File: src/rtl/seg7_bcd_capture.sv
// Recovers BCD digits from a multiplexed active-low 7-segment bus, with per-digit stability filtering.
// Optional SEG7_CAP_ERRCNT_EN adds a saturating 8-bit err_cnt output counting erroneous samples.
module seg7_bcd_capture #(
    parameter int DIGITS     = 4,
    parameter int STABLE_CNT = 3
) (
    input  logic                  clk,
    input  logic                  rst,
    input  logic [7:0]            led,
    input  logic [DIGITS-1:0]     an,
    input  logic                  sample_en,
    input  logic                  clr_err,
    output logic [4*DIGITS-1:0]   bcd,
    output logic [DIGITS-1:0]     valid,
    output logic                  update,
    output logic [DIGITS-1:0]     pat_err,
    output logic                  an_err
`ifdef SEG7_CAP_ERRCNT_EN
    ,
    output logic [7:0]            err_cnt
`endif
);

    typedef enum logic [1:0] {EMPTY, TRACK, LOCKED} digState_e;

    localparam logic [3:0] STABLE = 4'(STABLE_CNT);

    // The decimal point is not part of the digit code.
    logic unusedLed0;
    assign unusedLed0 = led[0];

    logic [6:0]          ledQ;
    logic [DIGITS-1:0]   anQ;
    logic                enQ;

    digState_e           stateQ [DIGITS];
    digState_e           stateD [DIGITS];
    logic [3:0]          candQ  [DIGITS];
    logic [3:0]          candD  [DIGITS];
    logic [3:0]          countQ [DIGITS];
    logic [3:0]          countD [DIGITS];
    logic [4*DIGITS-1:0] bcdQ, bcdD;
    logic [DIGITS-1:0]   validQ, validD;
    logic                updateQ, updateD;
    logic [DIGITS-1:0]   patErrQ, patErrD;
    logic                anErrQ, anErrD;
    logic                anyErr;
    logic                decOk;
    logic [3:0]          decCode;
`ifdef SEG7_CAP_ERRCNT_EN
    logic [7:0]          errCntQ, errCntD;
`endif

    function automatic logic [4:0] decodeSeg(input logic [6:0] seg);
        case ({seg, 1'b0})
            8'h10:   return {1'b1, 4'd0};
            8'hB6:   return {1'b1, 4'd1};
            8'h44:   return {1'b1, 4'd2};
            8'h24:   return {1'b1, 4'd3};
            8'hA2:   return {1'b1, 4'd4};
            8'h28:   return {1'b1, 4'd5};
            8'h08:   return {1'b1, 4'd6};
            8'hB4:   return {1'b1, 4'd7};
            8'h00:   return {1'b1, 4'd8};
            8'h20:   return {1'b1, 4'd9};
            default: return 5'd0;
        endcase
    endfunction

    always_ff @(posedge clk) begin
        if (rst) begin
            ledQ <= '1;
            anQ  <= '1;
            enQ  <= 1'b0;
        end else begin
            ledQ <= led[7:1];
            anQ  <= an;
            enQ  <= sample_en;
        end
    end

    always_comb begin
        stateD  = stateQ;
        candD   = candQ;
        countD  = countQ;
        bcdD    = bcdQ;
        validD  = validQ;
        updateD = 1'b0;
        patErrD = clr_err ? '0 : patErrQ;
        anErrD  = clr_err ? 1'b0 : anErrQ;
        anyErr  = 1'b0;
        {decOk, decCode} = decodeSeg(ledQ);

        if (enQ) begin
            if (!$onehot(~anQ)) begin
                anErrD = 1'b1;
                anyErr = 1'b1;
            end else begin
                for (int i = 0; i < DIGITS; i++) begin
                    if (!anQ[i]) begin
                        if (!decOk) begin
                            patErrD[i] = 1'b1;
                            anyErr     = 1'b1;
                            countD[i]  = 4'd0;
                            stateD[i]  = EMPTY;
                        end else begin
                            if (stateQ[i] != EMPTY && candQ[i] == decCode) begin
                                if (countQ[i] < STABLE)
                                    countD[i] = countQ[i] + 4'd1;
                            end else begin
                                candD[i]  = decCode;
                                countD[i] = 4'd1;
                            end
                            // A locked digit that keeps matching recommits its own value, which never pulses.
                            if (countD[i] == STABLE) begin
                                stateD[i]     = LOCKED;
                                bcdD[4*i +: 4] = candD[i];
                                validD[i]     = 1'b1;
                                updateD       = !validQ[i] || (bcdQ[4*i +: 4] != candD[i]);
                            end else begin
                                stateD[i] = TRACK;
                            end
                        end
                    end
                end
            end
        end
    end

`ifdef SEG7_CAP_ERRCNT_EN
    always_comb begin
        errCntD = clr_err ? 8'd0 : errCntQ;
        if (anyErr)
            errCntD = clr_err ? 8'd1 : ((errCntQ == 8'hFF) ? 8'hFF : errCntQ + 8'd1);
    end
`endif

    always_ff @(posedge clk) begin
        if (rst) begin
            for (int i = 0; i < DIGITS; i++) begin
                stateQ[i] <= EMPTY;
                candQ[i]  <= 4'd0;
                countQ[i] <= 4'd0;
            end
            bcdQ    <= '0;
            validQ  <= '0;
            updateQ <= 1'b0;
            patErrQ <= '0;
            anErrQ  <= 1'b0;
`ifdef SEG7_CAP_ERRCNT_EN
            errCntQ <= 8'd0;
`endif
        end else begin
            for (int i = 0; i < DIGITS; i++) begin
                stateQ[i] <= stateD[i];
                candQ[i]  <= candD[i];
                countQ[i] <= countD[i];
            end
            bcdQ    <= bcdD;
            validQ  <= validD;
            updateQ <= updateD;
            patErrQ <= patErrD;
            anErrQ  <= anErrD;
`ifdef SEG7_CAP_ERRCNT_EN
            errCntQ <= errCntD;
`endif
        end
    end

    assign bcd     = bcdQ;
    assign valid   = validQ;
    assign update  = updateQ;
    assign pat_err = patErrQ;
    assign an_err  = anErrQ;
`ifdef SEG7_CAP_ERRCNT_EN
    assign err_cnt = errCntQ;
`endif

endmodule

File: config.mk
export PLATFORM = sky130hd
export DESIGN_NAME = seg7_bcd_capture
export DESIGN_NICKNAME = d
export VERILOG_FILES = /design/src/rtl/seg7_bcd_capture.sv
export SDC_FILE = /design/constraint.sdc
export NUM_CORES = 1
export LEC_CHECK = 0
export CORE_MARGIN = 2
export CORE_UTILIZATION = 50
export CTS_BUF_LIST = sky130_fd_sc_hd__clkbuf_8
export CTS_CLUSTER_SIZE = 24
export DETAILED_ROUTE_END_ITERATION = 7
export DONT_BUFFER_PORTS = 1
export HOLD_SLACK_MARGIN = 0.05
export MAX_ROUTING_LAYER = met4
export SLEW_MARGIN = 25
export SYNTH_ARGS = -nofsm -noshare
export SYNTH_HDL_FRONTEND = slang
export SYNTH_SLANG_ARGS = --single-unit
File: constraint.sdc
create_clock -name clk -period 4.14 [get_ports clk]
set_clock_uncertainty 0.05 [all_clocks]
set_input_delay 0.414 -clock clk [delete_from_list [all_inputs] [get_ports clk]]
set_output_delay 0.414 -clock clk [all_outputs]
set_load 0.03 [all_outputs]
# --- Word level (Yosys, flattened, before mapping) ---
# Cells that the tools add are included.
totals:
  regBits: 78
  inputBits: 16
  out_inout_bits: 26
  elab_cells: 179
classes:
  n_addsub: 7
  order_cmp: 4
  n_eq_ne: 22
  muxes: 83
  bitwise: 7
  n_reduce_logical: 30
ops:
  columns: ["cell", "n"]
  rows:
  - ["$mux W4", 51]
  - ["$pmux W5 S10", 1]
  - ["$mux W1", 23]
  - ["$eq A7 B5 Y1 const B", 3]
  - ["$eq A7 B7 Y1 const B", 3]
  - ["$reduce_and A5 Y1", 4]
  - ["$add A4 B1 Y4 const B", 4]
  - ["$eq A4 B2 Y1 const B", 4]
  - ["$eq A4 B4 Y1", 4]
  - ["$lt A4 B2 Y1 const B", 4]
  - ["$mux W2", 8]
  - ["$ne A4 B4 Y1", 4]
  - ["$reduce_and A4 Y1", 4]
  - ["$reduce_and A3 Y1", 4]
  - ["$reduce_bool A2 Y1", 4]
  - ["$eq A7 B3 Y1 const B", 1]
  - ["$eq A7 B4 Y1 const B", 1]
  - ["$eq A7 B6 Y1 const B", 1]
  - ["$logic_not A7 Y1", 1]
  - ["$not A1 Y1", 6]
  - ["$add A1 B1 Y2", 2]
  - ["$logic_and A1 B1 Y1", 4]
  - ["$logic_not A1 Y1", 4]
  - ["$logic_or A1 B1 Y1", 4]
  - ["4 further kinds", 4]

# --- Logic depth before layout (Yosys ltp) ---
depth:
  ltp_word: 23
  ltp_mapped: 12
  depth_no_buf: 11

# --- Least setup slack after synthesis ---
# OpenSTA, ideal clock, no wires.
synth_timing:
  path_kind: "reg-to-reg"
  start: "reg anQ[0]"
  end: "reg bcdQ[14], in the netlist bcd[14]"
  setup_ps: 128
  arrival_time_ps: 3078
  required_ps: 3962
  setup_slack_ps: 884
  stages_incl_launch_ff: 13
  path_buffers: 1
  period_less_slack_ps: 3256
  cell_sequence: "dfxtp_1 > fa_1 > inv_1 > ha_1 > ha_1 > nor2_1 > nand3_1 > nor2_1 > o21ai_2 > or4b_1 > buf_2 > a32oi_1 > nor2_1"
synth_between:
  elab_chain_len: 5
synth_rtl:
  columns: ["element", "line_no", "text"]
  rows:
  - ["from (decl)", "33", "logic [DIGITS-1:0] anQ;"]
  - ["from (signal assigned)", "77", "anQ <= an;"]
  - ["$not A4 Y4", "95", "if (!$onehot(~anQ)) begin"]
  - ["$add A1 B1 Y2 (not written as such)", "95", null]
  - ["$add A2 B2 Y3 (not written as such)", "95", null]
  - ["$eq A3 B1 Y1", "95", null]
  - ["$reduce_and A5 Y1 (no source line)", null, null]
  - ["to (signal assigned)", "145", "bcdQ <= '0;"]
  - ["to (signal assigned)", "159", "bcdQ <= bcdD;"]
  - ["to (decl)", "42", "logic [4*DIGITS-1:0] bcdQ, bcdD;"]
# Every way passes these cells.
# A chain may end at the register's enable or synchronous reset.

# --- Worst setup path in the final report ---
# Same ends and word-level chain as after synthesis.

==> flow_summary.ini <==
[pwr]
ir_worst_vdd_mv = 0.183
p_clk_frac = 0.420
combPwrFrac = 0.034
p_sw_frac = 0.218
seqPwrFrac = 0.546
p_leak_nw = 1.47
p_sw_mw = 0.310
p_int_mw = 1.11
powerDensity_nw_per_um2 = 340

[worst_setup_path]
startpoint_type = flip-flop
critPathBufInv = 1
max_stage_delay_ps = 710
arrival_ps = 3700
path_class = flip-flop to flip-flop
crit_slowest_cell = or4b_1
cp_max_fo = 10
cpMostUsedCell = nor2_1
critPathRequiredTime_ps = 4330
cp_cell_sequence = fa_1 -> inv_1 -> ha_1 -> ha_1 -> nor2_1 -> nand3_1 -> nor2_1 -> o21ai_2 -> or4b_1 -> a32oi_1 -> nor2_1
cp-end-kind = flip-flop
crit_family = simple AND/OR/NAND/NOR gates

[clock_network]
holdBufCountCts = 0
cts_root_buf = clkbuf_8
cts_buffers = 9
cts_resized = 0
clock_sinks = 78
cts.htree.levels = 3
post_cts_buffers = 0
cts_tree = done
insertion_delay_ps = 340
clock_path_buffers = 2
path_clk_slew_ps = 70

[global_route]
grt_pass1_wl_um = 15200
grt_usage = 0.236
grt_max_degree = 76
antenna_found_initial = 0
grt-ovfl-total = 0
grt_pass1_vias = 3053

[timing]
setup_tns_ps = 0
worstMarginPinSlew_ps = 610
post-route-period-util = 0.849
min_period_ps = 3520
finalSetupViolCount = 0
finalHoldViolations = 0
slew_headroom = 0.583
fmax_ghz = 0.284
grt_setup_unrepaired = false
drv_slew = 0

[die]
dieArea_um2 = 8430
row_count = 32
ioPinCount = 42
die_h_um = 91.8
die_x_um = 91.8
core_area_um2 = 7610
initial_core_util = 0.507

[routing]
via_per_inst = 5.75
ant_nets = 0
num_vias = 3158
routed_wl_um = 9170
wl_per_cell_um = 16.7
drt_iter0_markers = 207
drc_errors = 0
drt_first_pass_iters = 4

[synth]
syn_nets = 463
netlist-cell-type-count = 69
synthCells = 440
synth-edff-count = 0
synthTopCellsByArea = dfxtp_1 41%, nor2_1 6.3%, xnor2_1 4.3%
ys.flop_type = dfxtp_1
ys_warn_count = 0
yosys.area.top_type_share = 0.405
async_flop_share = 0
synth-seq-cells = 78
syn_area_um2 = 3850
synthMostInstantiatedCell = dfxtp_1
yosysTopAreaCell = dfxtp_1
avgSynthCellArea_um2 = 8.76
synth_seq_area_share = 0.405
synth_commonest_cells = 78 x dfxtp_1, 65 x nor2_1, 33 x a21oi_1

[finish]
area_delta_synth_final_pct = 8.57
post-route-cell-area_um2 = 4180
finalNetCount = 466
num_antenna_cells = 0
drive_gt1_frac = 0.123

[place]
port_buffers = 0
gp_congestion = 0.862
dp_hpwl_um = 6510
placed_area_um2 = 3980

[run_status]
outcome = completed

[job]
max_cap_violations = 0

[min_path]
hp-class = input port to flip-flop
layer usage:
metal	global-route usage	part of all wire
met1	0.314	0.47
met2	0.363	0.45
met3	0.0534	0.068
met4	0.0634	0.012
met5	-	0
cell usage in the layout (no fill, tap or decap), types with 5 or more instances in the layout:
cell type and instances:
o21ai_0 15, and2_1 9, nor3b_1 6, clkbuf_8 9
or2_2 14, dfxtp_1 78, buf_4 10, a31oi_1 5
xnor2_1 19, mux2i_1 11, or3_1 6, inv_1 12
a21oi_1 33, nor2b_1 7, nand3_1 9, ha_1 6
or4_1 5, nor2_1 65, nor3_1 13, a211oi_1 13
nand2_1 16
metrics by stage:
stage | worst slack, ps | std cells | power [mW] | hold WS, ps | util
final | 625 | 549 | 1.42 | 95.6 | 0.550
after global routing | 344 | 549 | 1.48 | 71.4 | 0.550
after CTS | 612 | 549 | 1.44 | 69.1 | 0.550
after detailed placement | 630 | 534 | 0.842 | 387 | 0.523
after global placement | 704 | 534 | 0.840 | 385 | 0.523
after floorplan | 884 | 440 | 0.836 | 379 | -
cell type report:
cell class	count	area, µm²
fillers	738	3420
multi-input cells	334	2180
flip-flops and latches	78	1560
well taps	102	128
clock inverters	6	80.1
repair buffers	10	75.1
inverters	10	37.5
clock buffers	9	124
power groups by stage:
stage	clock (mW)	combinational (mW)	sequential, mW
2_1_floorplan	0	0.0504	0.785
3_3_place_gp	0	0.0479	0.793
3_5_place_dp	0	0.0489	0.793
6_report	0.597	0.0483	0.775
5_1_grt	0.643	0.0554	0.777
4_1_cts	0.615	0.0490	0.775
final timing paths:
check | slack, ps | cells past startpoint | endpoint | from
min reg2reg | 400 | 2 | stateQ[6]$_SDFFE_PP0P_ | stateQ[6]$_SDFFE_PP0P_
min | 100 | 1 | valid[3]$_SDFFE_PP0P_ | rst
max reg2reg | 620 | 11 | bcd[14]$_SDFFE_PP0P_ | anQ[0]$_SDFF_PP1_
max | 620 | 11 | bcd[14]$_SDFFE_PP0P_ | anQ[0]$_SDFF_PP1_
sequential cells by signal, indices dropped and copies added (netlist names):
register  flops
bcd          16
candQ        16
countQ       16
stateQ        8
ledQ          7
anQ           4
pat_err       4
valid         4
an_err        1
enQ           1
update        1
logic make-up after synthesis:
kind of cell / share of synthesized area
adders and majority gates: 0.0247
DFF: 0.405
AOI/OAI and AO/OA: 0.192
buffers and inverters: 0.0295
and+or+nand+nor: 0.264
muxes: 0.0286
xor gates and xnor gates: 0.0565
No activity file was read; power rests on OpenSTA's default activity.
